==> config.mk <==
export PLATFORM = sky130hd
export DESIGN_NAME = audio_mix_pwm
export DESIGN_NICKNAME = d
export VERILOG_FILES = /design/src/rtl/audio_mix_pwm.sv
export SDC_FILE = /design/constraint.sdc
export NUM_CORES = 1
export LEC_CHECK = 0
export CORE_MARGIN = 1.5
export CORE_UTILIZATION = 50
export DETAILED_ROUTE_END_ITERATION = 8
export HOLD_SLACK_MARGIN = 0.03
export PLACE_DENSITY = 0.71
export SETUP_SLACK_MARGIN = 0.1
export SKIP_LAST_GASP = 1
export SLEW_MARGIN = 20
export SYNTH_ARGS = -nofsm -noshare
export SYNTH_HDL_FRONTEND = slang
export SYNTH_SLANG_ARGS = --single-unit
==> constraint.sdc <==
create_clock -name clk -period 3.34 [get_ports clk]
set_input_delay 0.334 -clock clk [delete_from_list [all_inputs] [get_ports clk]]
set_output_delay 0.334 -clock clk [all_outputs]
set_load 0.03 [all_outputs]
==> src/rtl/audio_mix_pwm.sv <==
// Channel mixer and PWM DAC: sync/glitch-filter tone samples, volume, sum, gain+saturate, PWM.
// Optional sticky clip indicator enabled by defining AUDIO_MIX_CLIP_FLAG_EN.
module audio_mix_pwm #(
    parameter int unsigned NUM_CH   = 4,
    parameter int unsigned PWM_BITS = 8
) (
    input  logic                  clk,
    input  logic                  rst,
    input  logic [4*NUM_CH-1:0]   ch_sample,
    input  logic [4*NUM_CH-1:0]   ch_vol,
    input  logic [NUM_CH-1:0]     ch_en,
    input  logic [1:0]            gain,
`ifdef AUDIO_MIX_CLIP_FLAG_EN
    input  logic                  clip_clr,
    output logic                  clip_flag,
`endif
    output logic [PWM_BITS-1:0]   mix_level,
    output logic [PWM_BITS-1:0]   duty,
    output logic                  period_start,
    output logic                  pwm_out
);

    localparam int unsigned SMP_W  = 4 * NUM_CH;
    localparam int unsigned PROD_W = 8;
    localparam int unsigned SUM_W  = 8 + $clog2(NUM_CH);
    localparam int unsigned G_W    = SUM_W + 3;
    localparam int unsigned SHIFT  = SUM_W - PWM_BITS;

    localparam logic [PWM_BITS-1:0] LVL_MAX = '1;
    localparam logic [PWM_BITS-1:0] CNT_MAX = '1;

    logic [SMP_W-1:0]         sync1;
    logic [SMP_W-1:0]         sync2;
    logic [SMP_W-1:0]         sync3;
    logic [SMP_W-1:0]         samp_q;
    logic [NUM_CH*PROD_W-1:0] prod_q;
    logic [SUM_W-1:0]         sum_c;
    logic [SUM_W-1:0]         sum_q;
    logic [1:0]               gain_p;
    logic [1:0]               gain_s;
    logic [G_W-1:0]           g_c;
    logic [G_W-1:0]           v_c;
    logic                     sat_c;

    logic [PWM_BITS-1:0]      pwm_cnt;
    logic                     cnt_run;
    logic [PWM_BITS-1:0]      cnt_nxt_c;
    logic                     load_c;
    logic [PWM_BITS-1:0]      duty_nxt_c;

    // Three-flop synchroniser for the slow-domain sample bus
    always_ff @(posedge clk) begin
        if (rst) begin
            sync1 <= '0;
            sync2 <= '0;
            sync3 <= '0;
        end else begin
            sync1 <= ch_sample;
            sync2 <= sync1;
            sync3 <= sync2;
        end
    end

    // Per-channel glitch filter: accept a nibble only once it has been seen twice in a row
    always_ff @(posedge clk) begin
        if (rst) begin
            samp_q <= '0;
        end else begin
            for (int i = 0; i < int'(NUM_CH); i++) begin
                if (sync2[4*i +: 4] == sync3[4*i +: 4]) begin
                    samp_q[4*i +: 4] <= sync2[4*i +: 4];
                end
            end
        end
    end

    // Stage P: volume multiply with enable; gain travels alongside to stay aligned
    always_ff @(posedge clk) begin
        if (rst) begin
            prod_q <= '0;
            gain_p <= '0;
        end else begin
            for (int i = 0; i < int'(NUM_CH); i++) begin
                if (ch_en[i]) begin
                    prod_q[PROD_W*i +: PROD_W] <= PROD_W'(samp_q[4*i +: 4]) * PROD_W'(ch_vol[4*i +: 4]);
                end else begin
                    prod_q[PROD_W*i +: PROD_W] <= '0;
                end
            end
            gain_p <= gain;
        end
    end

    // Stage S: unsigned adder tree, sized so it cannot overflow
    always_comb begin
        sum_c = '0;
        for (int i = 0; i < int'(NUM_CH); i++) begin
            sum_c = sum_c + SUM_W'(prod_q[PROD_W*i +: PROD_W]);
        end
    end

    always_ff @(posedge clk) begin
        if (rst) begin
            sum_q  <= '0;
            gain_s <= '0;
        end else begin
            sum_q  <= sum_c;
            gain_s <= gain_p;
        end
    end

    // Stage L: master gain, rescale to PWM width, saturate
    always_comb begin
        g_c   = G_W'(sum_q) << gain_s;
        v_c   = g_c >> SHIFT;
        sat_c = (v_c > G_W'(LVL_MAX));
    end

    always_ff @(posedge clk) begin
        if (rst) begin
            mix_level <= '0;
        end else if (sat_c) begin
            mix_level <= LVL_MAX;
        end else begin
            mix_level <= v_c[PWM_BITS-1:0];
        end
    end

`ifdef AUDIO_MIX_CLIP_FLAG_EN
    // Sticky clip indicator; a new saturation beats a same-cycle clear
    always_ff @(posedge clk) begin
        if (rst) begin
            clip_flag <= 1'b0;
        end else if (sat_c) begin
            clip_flag <= 1'b1;
        end else if (clip_clr) begin
            clip_flag <= 1'b0;
        end
    end
`endif

    // Counter holds at 0 for the first cycle out of reset so a period starts right away
    always_comb begin
        cnt_nxt_c  = cnt_run ? (pwm_cnt + PWM_BITS'(1)) : '0;
        load_c     = cnt_run && (pwm_cnt == CNT_MAX);
        duty_nxt_c = load_c ? mix_level : duty;
    end

    always_ff @(posedge clk) begin
        if (rst) begin
            pwm_cnt      <= '0;
            cnt_run      <= 1'b0;
            duty         <= '0;
            period_start <= 1'b0;
            pwm_out      <= 1'b0;
        end else begin
            pwm_cnt      <= cnt_nxt_c;
            cnt_run      <= 1'b1;
            duty         <= duty_nxt_c;
            period_start <= (cnt_nxt_c == '0);
            pwm_out      <= (cnt_nxt_c < duty_nxt_c);
        end
    end

endmodule

# [Word level (Yosys, flattened, before mapping)]
# Index checks and enable logic that the tools add are counted.
[totals] word_cells=50 output_inout_bits=18 regBits=137 inputBits=40
[op_classes] n_eq_ne=5 mul=4 magnitude_cmp=2 addsub=4 n_bitwise=4 reduce_logical=6 muxes=4 shift=1
[op_table] op="$mul A4 B4 Y8" n=4
[op_table] op="$mux W8" n=3
[op_table] op="$eq A4 B4 Y1" n=4
[op_table] op="$shl A10 B2 Y13" n=1
[op_table] op="$gt A11 B8 Y1 const B" n=1
[op_table] op="$add A10 B8 Y10" n=1
[op_table] op="$add A9 B8 Y10" n=1
[op_table] op="$add A8 B8 Y9" n=1
[op_table] op="$add A8 B1 Y8 const B" n=1
[op_table] op="$eq A8 B8 Y1 const B" n=1
[op_table] op="$logic_not A8 Y1" n=1
[op_table] op="$lt A8 B8 Y1" n=1
[op_table] op="$reduce_or A2 Y1" n=4
[op_table] op="$not A1 Y1" n=4
[op_table] op="$logic_and A1 B1 Y1" n=1
[op_table] op="$mux W1" n=1

# [Longest topological paths before layout]
[logic_depth] depth_word=4 depth_mapped=11 mapped_depth_nobuf=11

# [Worst setup path before layout]
# No wires, ideal clock.
[synth_path] path_kind="register to register" startpoint="register prod_q[1]" endpoint="register sum_q[7]" required_time_ns=3.204 synth_period_minus_slack_ns=2.824 path_slack_ns=0.516 path_stages_with_launch=12 path_buffers=0 arrival_ns=2.688 setup_time_ns=0.136 cell_sequence="dfxtp_1 inv_1 fa_1 inv_1 fa_1 ha_1 fa_1 a21o_1 a31oi_1 nand2b_1 a211oi_1 nor3_1"
[synth_between] elab_chain_cells=3
[synth_rtl] element="start: declaration" line_no="36" rtl="logic [NUM_CH*PROD_W-1:0] prod_q;"
[synth_rtl] element="start signal: indexed assignment" line_no="85" rtl="prod_q[PROD_W*i +: PROD_W] <= PROD_W'(samp_q[4*i +: 4]) * PROD_W'(ch_vol[4*i +: 4]);"
[synth_rtl] element="$add A8 B8 Y9" line_no="98" rtl="sum_c = sum_c + SUM_W'(prod_q[PROD_W*i +: PROD_W]);"
[synth_rtl] element="$add A9 B8 Y10" line_no="98"
[synth_rtl] element="$add A10 B8 Y10" line_no="98"
[synth_rtl] element="end signal: assignment" line_no="107" rtl="sum_q <= sum_c;"
[synth_rtl] element="end: declaration" line_no="38" rtl="logic [SUM_W-1:0] sum_q;"
# No other way between the ends.
# A chain may end at the register's enable or synchronous reset.

# [Worst setup path in the final report]
[layout_path] startpoint="register prod_q[1]" endpoint="register sum_q[9]"
# Same word-level chain as after synthesis.

==> impl_metrics.csv <==
group,metric,value,unit
outcome,status,"finished, final reports clean",
clock_network,cts_hold_buf,0,
setup_path,crit_path_frequent_cell,"fa_1",
clock_network,worstSkewPairLatency,0.41,ns
global_route,grt_max_degree,63,
route,highest_layer,"met4",
yosys,synth_area,7010,µm²
finish,antenna_cells,0,
setup_path,worst-path-max-fanout,3,
yosys,synth_edf_count,0,
clock_network,clockBufferDepth,2,
yosys,ys_warn_count,0,
yosys,synth.area.mux_share,5.18,%
floorplanning,core-area,13800,µm²
route,drt_iter0_drc,195,
yosys,synth.area.top_cells,"dfxtp_1, ha_1, fa_1",
clock_network,clock_sinks,137,
timing,fin_setup_tns,0,ns
setup_path,r2r_start,"prod_q[1]$_SDFF_PP0_",
timing,min_period_over_period,90.0,%
floorplanning,fp.dieW,121,µm
clock_network,cts_tree,"done",
route,met1_length,5.43,mm
yosys,yosys.area.top_type,"dfxtp_1",
timing,worst_pin_slew,0.611,ns
yosys,synth_simple_gate_area_share,21.4,%
timing,rsz0062_at_grt,"no",
global_route,gr-total-overflow,0,
finish,stdcell_area,8340,µm²
yosys,synth_flop_cell,"dfxtp_1",
global_route,antenna_found_initial,0,
global_route,track_usage,18.7,%
setup_path,required,3.62,ns
clock_network,htree_num_levels,4,
yosys,yosysTopAreaCellShare,39.1,%
worst_hold_path,hold_depth,2,
setup_path,end_kind,"register",
setup_path,crit_path_end,"sum_q[9]$_SDFF_PP0_",
floorplanning,ios,58,
timing,fin_crit,3.01,ns
floorplanning,die-area,14700,µm²
placed_design,place_congestion,0.825,
timing,max_slew_margin,59.2,%
yosys,synth_nets,838,
setup_path,setup.worst_path.class,"register to register",
setup_path,critPathMaxStageDelay,0.53,ns
setup_path,cp.depth,11,
placed_design,numPortBuffers,57,
route,wire_per_inst,13.2,µm
yosys,synth_xor_area_share,4.25,%
placed_design,dp_cells,926,
clock_network,cts_setup_buffers,0,
yosys,synth_top_family_by_area,"simple AND/OR/NAND/NOR gates",
timing,finalMaxSlewViolations,0,
finish,final_cells,958,
timing,worst_slack,0.333,ns
route,drc,0,
power_and_ir_drop,p_leak,0.00386,µW
setup_path,worstPathArrival,3.29,ns
setup_path,worst_path_dominant_cell_family,"adder cells",
floorplanning,rows,43,
route,num_vias,4795,
timing,skew,0.00311,ns
placed_design,placed_cell_area,7760,µm²
setup_path,path_cells,"inv_1 > fa_1 > inv_1 > fa_1 > ha_1 > fa_1 > a21o_1 > a31oi_2 > a21boi_0 > o21ai_0 > a21oi_1",
setup_path,reg2reg_slack,0.33,ns
clock_network,cts-root-buf,"clkbuf_16",
global_route,grt_pass1_vias,4826,
yosys,yosysMostFrequentCell,"dfxtp_1",
clock_network,clk_pin_slew_worst_paths,0.05,ns
finish,final_nets,902,
yosys,synth_adder_area_share,20.7,%
setup_path,timing.rr.end,"sum_q[9]$_SDFF_PP0_",
setup_path,cp-startpoint,"prod_q[1]$_SDFF_PP0_",
timing,fmax,0.333,GHz
power_and_ir_drop,power_density,452,nW/µm²
yosys,synth-compound-area-share,4.84,%
route,met3_wirelength,495,µm
power_and_ir_drop,ir_drop,0.436,mV
power_and_ir_drop,p_total,3770,µW
timing,finalSetupViolCount,0,
yosys,yosysSeqAreaShare,39.1,%
clock_network,cts_made_buffers,17,
setup_path,startpoint_type,"register",
setup_path,reg2reg_depth,11,
yosys,netlist_instances,701,
yosys,synth_cell_type_count,47,
placed_design,dpl_worst_slack,0.0291,ns
yosys,syn_area_per_cell,10.0,µm²
job,max_cap_violations,0,
timing,hold_viol_final,0,
route,via_per_inst,5.01,
floorplanning,die_h,121,µm
finish,area_growth,19.0,%
yosys,yosys-top-cells-count,"dfxtp_1, inv_1, and2_1, nor2_1, ha_1",
route,drt.antenna.violating_nets,0,
worst_hold_path,hold_path_class,"input port to register",
route,route.met2.wl,6.39,mm
finish,drive_above_1_share,5.91,%
yosys,synth_seq_cells,137,
placed_design,dp_hpwl,9.81,mm
setup_path,cp_slowest_cell,"fa_1",
global_route,grt_pass1_wl,21.4,mm
route,wl,12.7,mm
setup_path,critPathBufInv,2,
clock_network,cts_resized,0,
route,drt_first_pass_iters,4,
floorplanning,start_util,50.9,%
yosys,async_flop_share,0,%
-- worst reg2reg max path, stage by stage (launching register included) --
cell      delay (ns)
dfxtp_1         0.30
inv_1           0.05
fa_1            0.53
inv_1           0.06
fa_1            0.45
ha_1            0.24
fa_1            0.41
a21o_1          0.21
a31oi_2         0.22
a21boi_0        0.15
o21ai_0         0.17
a21oi_1         0.09
-- registers in the layout, indices dropped and copies added, names as in the netlist, 10 cells and up --
| name | count |
|---|---|
| sync2 | 16 |
| sum_q | 10 |
| prod_q | 32 |
| sync1 | 16 |
| samp_q | 16 |
| sync3 | 16 |
-- logic make-up after synthesis --
kind of cell / Yosys count
xor gates and xnor gates: 34
buffers and inverters: 82
DFF: 137
AOI/OAI and AO/OA: 51
and+or+nand+nor: 270
muxes: 30
adders and majority gates: 97
-- power breakdown --
| part | internal [µW] | total (µW) | switching (µW) | leakage [µW] |
|---|---|---|---|---|
| logic | 135 | 261 | 126 | 0.00245 |
| registers | 1680 | 1710 | 31.2 | 0.00112 |
| clock network | 1130 | 1800 | 669 | 0.000290 |
-- stage by stage --
stage / util, % / hold WS, ns
global route: 60.6 / 0.130
detailed placement: 56.3 / 0.420
floorplan: - / 0.414
CTS: 60.5 / 0.118
global placement: 56.3 / 0.421
finish: 60.6 / 0.136
-- routing by layer --
layer / global-route usage, % / vias to the layer above
li1: - / 2429
met1: 20.8 / 2243
met2: 33.1 / 97
met3: 5.73 / 26
met4: 7.72 / 0
met5: 0 / -
-- cells in the final DEF (no fill, tap or decap), drive strengths merged, types with 20 or more instances in the layout --
cell           instances
dfxtp                137
inv                   69
and2                  67
nor2                  66
ha                    65
nor2b                 64
clkdlybuf4s50         56
fa                    32
xnor2                 27
mux2i                 25
nand2                 24
clkbuf                20
-- area by class of cell --
class	instances	area, µm²
Fill cell	1204	5430
Tap cell	180	225
Clock buffer	20	457
Clock inverter	12	124
Inverter	68	255
Timing Repair Buffer	59	583
Sequential cell	137	2740
Multi-Input combinational cell	482	3960
-- worst min path at each step --
stage / end / from
after floorplan: gain_s[0]$_SDFF_PP0_ / gain_p[0]$_SDFF_PP0_
after global placement: sync2[15]$_SDFF_PP0_ / sync1[15]$_SDFF_PP0_
after detailed placement: sync2[8]$_SDFF_PP0_ / sync1[8]$_SDFF_PP0_
after CTS: samp_q[4]$_SDFFE_PP0N_ / rst
after global routing: samp_q[5]$_SDFFE_PP0N_ / rst
final: samp_q[6]$_SDFFE_PP0N_ / rst
Power figures use the tool's default switching activity.
